$ cat src/rtl/cdb_arbiter.sv
// cdb_arbiter: buffers functional-unit results per source and broadcasts one per cycle on the CDB, round-robin.
module cdb_arbiter #(
    parameter int NUM_SRC = 2,
    parameter int FIFO_DEPTH = 2,
    parameter int ROB_IDX_WIDTH = 5
) (
    input  logic                                    clk,
    input  logic                                    rst,
    input  logic                                    flush,
    input  logic [NUM_SRC-1:0]                      src_valid,
    output logic [NUM_SRC-1:0]                      src_ready,
    input  logic [NUM_SRC-1:0][ROB_IDX_WIDTH-1:0]   src_rob_idx,
    input  logic [NUM_SRC-1:0][4:0]                 src_rd_addr,
    input  logic [NUM_SRC-1:0][31:0]                src_data,
    input  logic [NUM_SRC-1:0]                      src_regf_we,
    output logic                                    cdb_valid,
    output logic [$clog2(NUM_SRC)-1:0]              cdb_src,
    output logic [ROB_IDX_WIDTH-1:0]                cdb_rob_idx,
    output logic [4:0]                              cdb_rd_addr,
    output logic [31:0]                             cdb_data,
    output logic                                    cdb_regf_we
);
    localparam int SW = $clog2(NUM_SRC);
    localparam int PW = $clog2(FIFO_DEPTH);
    localparam int CW = $clog2(FIFO_DEPTH + 1);
    localparam int EW = ROB_IDX_WIDTH + 38;
    logic [EW-1:0] mem [NUM_SRC][FIFO_DEPTH];
    logic [PW-1:0] head [NUM_SRC];
    logic [PW-1:0] tail [NUM_SRC];
    logic [CW-1:0] count [NUM_SRC];
    logic [SW-1:0] rr_ptr, win;
    logic found;
    logic [EW-1:0] win_e;
    logic [NUM_SRC-1:0] push, pop;
    // first non-empty FIFO scanning upward from rr_ptr
    always_comb begin
        found = 1'b0;
        win = rr_ptr;
        for (int k = 0; k < NUM_SRC; k++) begin
            if (!found && count[SW'((int'(rr_ptr) + k) % NUM_SRC)] != '0) begin
                found = 1'b1;
                win = SW'((int'(rr_ptr) + k) % NUM_SRC);
            end
        end
        win_e = mem[win][head[win]];
        for (int k = 0; k < NUM_SRC; k++) begin
            src_ready[k] = count[k] < CW'(FIFO_DEPTH);
            push[k] = !flush && src_valid[k] && src_ready[k];
            pop[k] = !flush && found && win == SW'(k);
        end
    end
    always_ff @(posedge clk) begin
        for (int k = 0; k < NUM_SRC; k++) begin
            if (rst || flush) begin
                head[k] <= '0;
                tail[k] <= '0;
                count[k] <= '0;
            end else begin
                if (push[k]) begin
                    mem[k][tail[k]] <= {src_rob_idx[k], src_rd_addr[k], src_data[k], src_regf_we[k]};
                    tail[k] <= tail[k] + 1'b1;
                end
                if (pop[k]) head[k] <= head[k] + 1'b1;
                count[k] <= count[k] + CW'(push[k]) - CW'(pop[k]);
            end
        end
    end
    always_ff @(posedge clk) begin
        if (rst) begin
            cdb_valid <= 1'b0;
            cdb_src <= '0;
            cdb_rob_idx <= '0;
            cdb_rd_addr <= '0;
            cdb_data <= '0;
            cdb_regf_we <= 1'b0;
            rr_ptr <= '0;
        end else if (flush || !found) begin
            cdb_valid <= 1'b0;
        end else begin
            cdb_valid <= 1'b1;
            cdb_src <= win;
            cdb_rob_idx <= win_e[EW-1 -: ROB_IDX_WIDTH];
            cdb_rd_addr <= win_e[37:33];
            cdb_data <= win_e[32:1];
            cdb_regf_we <= win_e[0] && win_e[37:33] != 5'd0;
            rr_ptr <= (win == SW'(NUM_SRC - 1)) ? '0 : win + 1'b1;
        end
    end
endmodule

$ cat config.mk
export PLATFORM = sky130hd
export DESIGN_NAME = cdb_arbiter
export DESIGN_NICKNAME = d
export VERILOG_FILES = /design/src/rtl/cdb_arbiter.sv
export SDC_FILE = /design/constraint.sdc
export NUM_CORES = 1
export LEC_CHECK = 0
export ABC_AREA = 1
export CORE_MARGIN = 8
export CORE_UTILIZATION = 45
export DETAILED_ROUTE_END_ITERATION = 8
export GPL_TIMING_DRIVEN = 0
export PLACE_DENSITY = 0.8
export RECOVER_POWER = 50
export SYNTH_ARGS = -nofsm -noshare
export SYNTH_HDL_FRONTEND = slang
export SYNTH_SLANG_ARGS = --single-unit
$ cat constraint.sdc
create_clock -name clk -period 7.9 [get_ports clk]
set_clock_uncertainty 0.05 [all_clocks]
set_input_delay 1.58 -clock clk [delete_from_list [all_inputs] [get_ports clk]]
set_output_delay 1.58 -clock clk [all_outputs]
set_load 0.02 [all_outputs]
==> results.yml, run 1 <==
floorplan:
  io_pins: 138
  start_util_pct: 45.7
  core-area_um2: 19500
  num_rows: 51
  die-area_um2: 24500
  die_y_um: 157
  fp.dieW_um: 157
power:
  p_leak_nw: 4.75
  power_w: 0.00298
  pwr-share-comb_pct: 15.2
  ir_drop_mv: 0.175
  p_sw_w: 0.000750
  switching_share_pct: 25.2
  pwr-share-seq_pct: 45.5
  power_density_nw_per_um2: 258
  intPower_w: 0.00223
  pwr-share-clk_pct: 39.3
cts:
  post_cts_buffers: 0
  post_cts_resize_count: 0
  clk_pin_slew_worst_paths_ps: 60
  cts.hold.buffers_added: 0
  clkSinkCount: 227
  numCtsBuffers: 24
  cts_root_buf: "clkbuf_16"
  cts_max_path_buffers: 3
  htree_levels: 1
  cts_tree: "built"
  clkLatencyLatePin_ps: 510
flow_run:
  maxCapViolations: 0
setup_path:
  max_stage_delay_ps: 670
  crit_type: "input pin to register"
  path_max_fanout: 23
  startpoint_type: "input pin"
  cp_slowest_cell: "nor2_4"
  cp.arrival_ps: 4120
  cp-end-kind: "register"
  critical_path_required_ps: 8060
  path_cells: "clkdlybuf4s50_1 -> inv_1 -> clkbuf_1 -> nand2_1 -> nor2_4 -> buf_12"
synth:
  synth-seq-cells: 227
  synthMuxAreaShare_pct: 0
  netlist_instances: 818
  synth_nets: 913
  synth.distinct_cells: 26
  synth_fa_ha_area_share_pct: 0.563
  synth_xor_xnor_area_share_pct: 0.197
  synth_warnings: 0
  syn-cell-area_um2: 8890
  syn_avg_cell_area_um2: 10.9
  synth_simple_gate_area_share_pct: 15.4
  ys_seq_area_share_pct: 70.9
  synth_compound_area_share_pct: 7.57
  synth_top_family_by_area: "simple AND/OR/NAND/NOR gates"
timing:
  slew_headroom_pct: 45.3
  setup_violations: 0
  rsz0062_at_grt: "no"
  drv_slew: 0
  hold_violations: 0
  period_needed_ps: 3970
  tightest_slew_ps: 819
  max_freq_ghz: 0.252
  fin_crit_sh_pct: 50.2
  fin_tns_setup_ps: 0
  setup_ws_ps: 3930
drt:
  drcViolationCount: 0
  totalWireLength_mm: 22.4
  dr_total_vias: 6289
  firstDrtPassIters: 5
  detail-route-antenna-nets: 0
  via_per_inst: 4.94
  post_drt_wl_per_cell_um: 17.6
  initialDrtViolationCount: 492
grt:
  gr-total-overflow: 0
  grt_pass1_vias: 6219
  grt_pass1_wl_mm: 34.0
  grt_max_degree: 24
  globalRouteTotalUtil_pct: 18.2
  antenna_found_initial: 7
cells_and_area:
  regArea_um2: 6310
  n_fill_cell: 1566
  multi_input_area_um2: 2140
  fin_nets: 1080
  stdcell_count: 1273
  syn_to_final_growth_pct: 29.9
  drive_gt1_share_pct: 8.18
placed_design:
  gp_congestion: 0.790
  port_buffers: 137
  dp_hpwl_mm: 15.6
  place_ws_ps: 3550
  placed_cells: 1224
status:
  status: "completed"
hold_path:
  hold_class: "register to register"
## synth_stat cells
library cell	number	area (um^2)
nand2_1	308	1160
edfxtp_1	176	5290
a21oi_1	77	385
inv_1	66	248
dfxtp_1	51	1020
o21ai_1	29	145
o21ai_0	18	90.1
buf_2	16	80.1
clkbuf_1	16	60.1
nor2_1	15	56.3
nand3_1	7	35.0
buf_6	5	56.3
inv_2	5	18.8
o211ai_1	5	37.5
ha_1	4	50.1
nand3b_1	4	30.0
nand2_2	3	18.8
buf_4	2	15.0
nand2_4	2	22.5
or2_2	2	12.5
xnor2_1	2	17.5
a211oi_1	1	7.51
nand3_2	1	10.0
nand4_1	1	6.26
nand4_4	1	21.3
o21bai_1	1	7.51
## layout by cell type (no fill, tap or decap), drive strengths merged
cell and n:
nand2 313, edfxtp 176, dlygate4sd3 98, a21oi 77, inv 71, dfxtp 51, o21ai 47, clkbuf 44
clkdlybuf4s50 39, buf 27, nor2 15, clkinv 10, nand3 8, diode 5, o211ai 5, nand3b 4
ha 4, bufinv 4, xnor2 2, or2 2, clkinvlp 2, nand4 2, a211oi 1, o21bai 1
## layout make-up
type,instances,area share (%)
Clock inverter,16,1.55
Inverter,71,2.31
Antenna cell,5,0.108
Buffer,39,1.83
Sequential cell,227,54.6
Clock buffer,28,5.68
Multi-Input combinational cell,481,18.5
Timing Repair Buffer,141,12.6
Tap cell,265,2.87
## layer usage
| metal | part of all wire, % | up-vias | global-route usage [%] |
|---|---|---|---|
| met5 | 0.22 | - | 0 |
| met4 | 1.7 | 8 | 4.71 |
| met3 | 7.5 | 31 | 3.83 |
| met2 | 49 | 226 | 31.4 |
| met1 | 41 | 2963 | 22.8 |
| li1 | - | 3061 | - |
## per-stage QoR
step	instance area [um^2]	hold slack, ps	utilization, %
floorplan	8890	481	-
global placement	10600	438	54.4
detailed placement	10700	441	55.0
CTS	11500	460	59.3
global route	11500	483	59.3
finish	11600	453	59.4
## state kept, by name, summed over array words and instances, names as in the netlist, 2 cells and up, named ones only
name / count
mem: 172
cdb_data: 32
cdb_rd_addr: 5
cdb_rob_idx: 5
count: 4
head: 2
tail: 2
## power groups by stage
stage	combinational (W)	clock [W]	sequential, W
after global routing	0.000500	0.00124	0.00136
final	0.000453	0.00117	0.00135
after CTS	0.000469	0.00119	0.00135
after detailed placement	0.000465	0	0.00138
after floorplan	0.000235	0	0.00141
after global placement	0.000448	0	0.00138
## worst paths after layout
path	slack [ps]	cells after the start	startpoint	end
setup reg to reg	5140	13	count[1][1]	count[0][1]
setup / recovery	3930	6	rst	mem[0][13]
hold / removal	450	2	cdb_rd_addr[3]	cdb_rd_addr[3]
hold reg to reg	450	2	cdb_rd_addr[3]	cdb_rd_addr[3]
## logic make-up after synthesis
| group | count (synthesis) |
|---|---|
| xor gates and xnor gates | 2 |
| AOI/OAI and AO/OA | 131 |
| buffers and inverters | 110 |
| and+or+nand+nor | 344 |
| DFF | 227 |
| adders and majority gates | 4 |
## critical path, delay by kind of cell
family        cells  cell delay (ps)
simple gates      2              910
buf+inv           4             1600
(Power assumes the default switching activity.)
==> run 2: changes to the inputs <==
==> constraint.sdc (replaced) <==
create_clock -name clk -period 3.77 [get_ports clk]
set_clock_uncertainty 0.05 [all_clocks]
set_input_delay 0.754 -clock clk [delete_from_list [all_inputs] [get_ports clk]]
set_output_delay 0.754 -clock clk [all_outputs]
set_load 0.02 [all_outputs]
==> run 2 against run 1 <==
Against the previous run:
- setup slack got worse by 3400 ps
- final area barely moved
- via count barely moved
- critical path depth did not move
- non-clock buffer count did not move
- highest routed layer unchanged
- power rose by 110%
- count of clock-buffer cells in the layout did not move
- final cell count barely moved
- sequential share of layout area barely moved
- die area did not move
==> results.yml, run 2 (synthesized netlist as in run 1, its figures left out) <==
drt:
  initialDrtViolationCount: 511
  post_drt_wl_per_cell_um: 17.6
  via_per_inst: 4.94
  totalWireLength_mm: 22.4
  dr_total_vias: 6288
  firstDrtPassIters: 5
  drcViolationCount: 0
  detail-route-antenna-nets: 0
setup_path:
  startpoint_type: "input pin"
  path_max_fanout: 23
  cp.arrival_ps: 3390
  crit_type: "input pin to register"
  critical_path_required_ps: 3920
  r2r_cells: 12
  cp-end-kind: "register"
cts:
  clkLatencyLatePin_ps: 510
  clkSinkCount: 227
  post_cts_buffers: 0
  clk_pin_slew_worst_paths_ps: 60
  htree_levels: 1
  cts_max_path_buffers: 3
  cts_tree: "built"
  numCtsBuffers: 24
  cts_root_buf: "clkbuf_16"
  post_cts_resize_count: 0
  cts.hold.buffers_added: 0
timing:
  setup_violations: 0
  fin_crit_sh_pct: 85.9
  period_needed_ps: 3240
  whs_ps: 453
  slew_headroom_pct: 45.1
  rsz0062_at_grt: "no"
  tightest_slew_ps: 822
  drv_slew: 0
  max_freq_ghz: 0.309
  setup_ws_ps: 530
  hold_violations: 0
hold_path:
  holdPathStages: 2
  hold_class: "register to register"
placed_design:
  port_buffers: 137
  place_ws_ps: 243
  dp_hpwl_mm: 15.6
  placed_cells: 1224
  gp_congestion: 0.790
floorplan:
  start_util_pct: 45.7
  num_rows: 51
  io_pins: 138
  die-area_um2: 24500
  die_y_um: 157
  fp.dieW_um: 157
  core-area_um2: 19500
grt:
  grt_max_degree: 24
  gr-total-overflow: 0
  grt_pass1_wl_mm: 34.0
  globalRouteTotalUtil_pct: 18.2
  grt_pass1_vias: 6219
  antenna_found_initial: 7
cells_and_area:
  n_fill_cell: 1567
  final_common_cell: "nand2_1"
  layout_common_cells: "nand2_1, edfxtp_1, dlygate4sd3_1, a21oi_1, inv_1"
  drive_gt1_share_pct: 7.58
  largest_reg_flops: 172
  syn_to_final_growth_pct: 29.8
  fin_nets: 1080
  stdcell_count: 1272
power:
  power_density_nw_per_um2: 540
  p_leak_nw: 4.80
  power_w: 0.00623
  ir_drop_mv: 0.367
status:
  status: "completed"
flow_run:
  maxCapViolations: 0
## run 2: worst max-delay path, stage by stage
cell and delay, ps:
dlygate4sd3_1 610, inv_1 370, clkbuf_1 440, nand2_1 240, nor2_4 670, buf_12 270
## run 2: area by class of cell
| type | instances | area [um^2] | area share (%) |
|---|---|---|---|
| tap | 265 | 332 | 2.87 |
| clock inverter | 16 | 179 | 1.55 |
| sequential | 227 | 6310 | 54.6 |
| clock buffer | 28 | 657 | 5.69 |
| buffer | 39 | 208 | 1.80 |
| multi-input combinational | 481 | 2140 | 18.5 |
| inverter | 71 | 267 | 2.31 |
| timing repair buffer | 141 | 1450 | 12.6 |
| antenna | 4 | 10.0 | 0.0867 |
## run 2: power breakdown
group | leakage, nW | switching, W | internal (W)
logic | 2.37 | 0.000599 | 0.000344
registers | 2.02 | 0.0000391 | 0.00280
clock network | 0.408 | 0.000938 | 0.00151
## run 2: final timing paths
path / startpoint / to / slack [ps]
worst max-delay path: rst / mem[0][13] / 530
worst min-delay path: cdb_rd_addr[1] / cdb_rd_addr[1] / 450
worst max register to register: count[0][1] / count[1][1] / 680
worst min register to register: cdb_rd_addr[1] / cdb_rd_addr[1] / 450
## run 2: per-layer routing
| metal | up-vias | global-route usage, % | wire length (um) |
|---|---|---|---|
| met5 | - | 0 | 49 |
| met1 | 2972 | 22.8 | 9260 |
| met2 | 218 | 31.4 | 11100 |
| met3 | 31 | 3.83 | 1640 |
| li1 | 3059 | - | - |
| met4 | 8 | 4.71 | 376 |
## run 2: metrics by stage
stage	util [%]	area, um^2	setup TNS [ps]
after floorplan	-	8890	0
after global placement	54.4	10600	-332290
after detailed placement	55.0	10700	0
after CTS	59.3	11500	0
after global routing	59.3	11500	0
final	59.3	11500	0
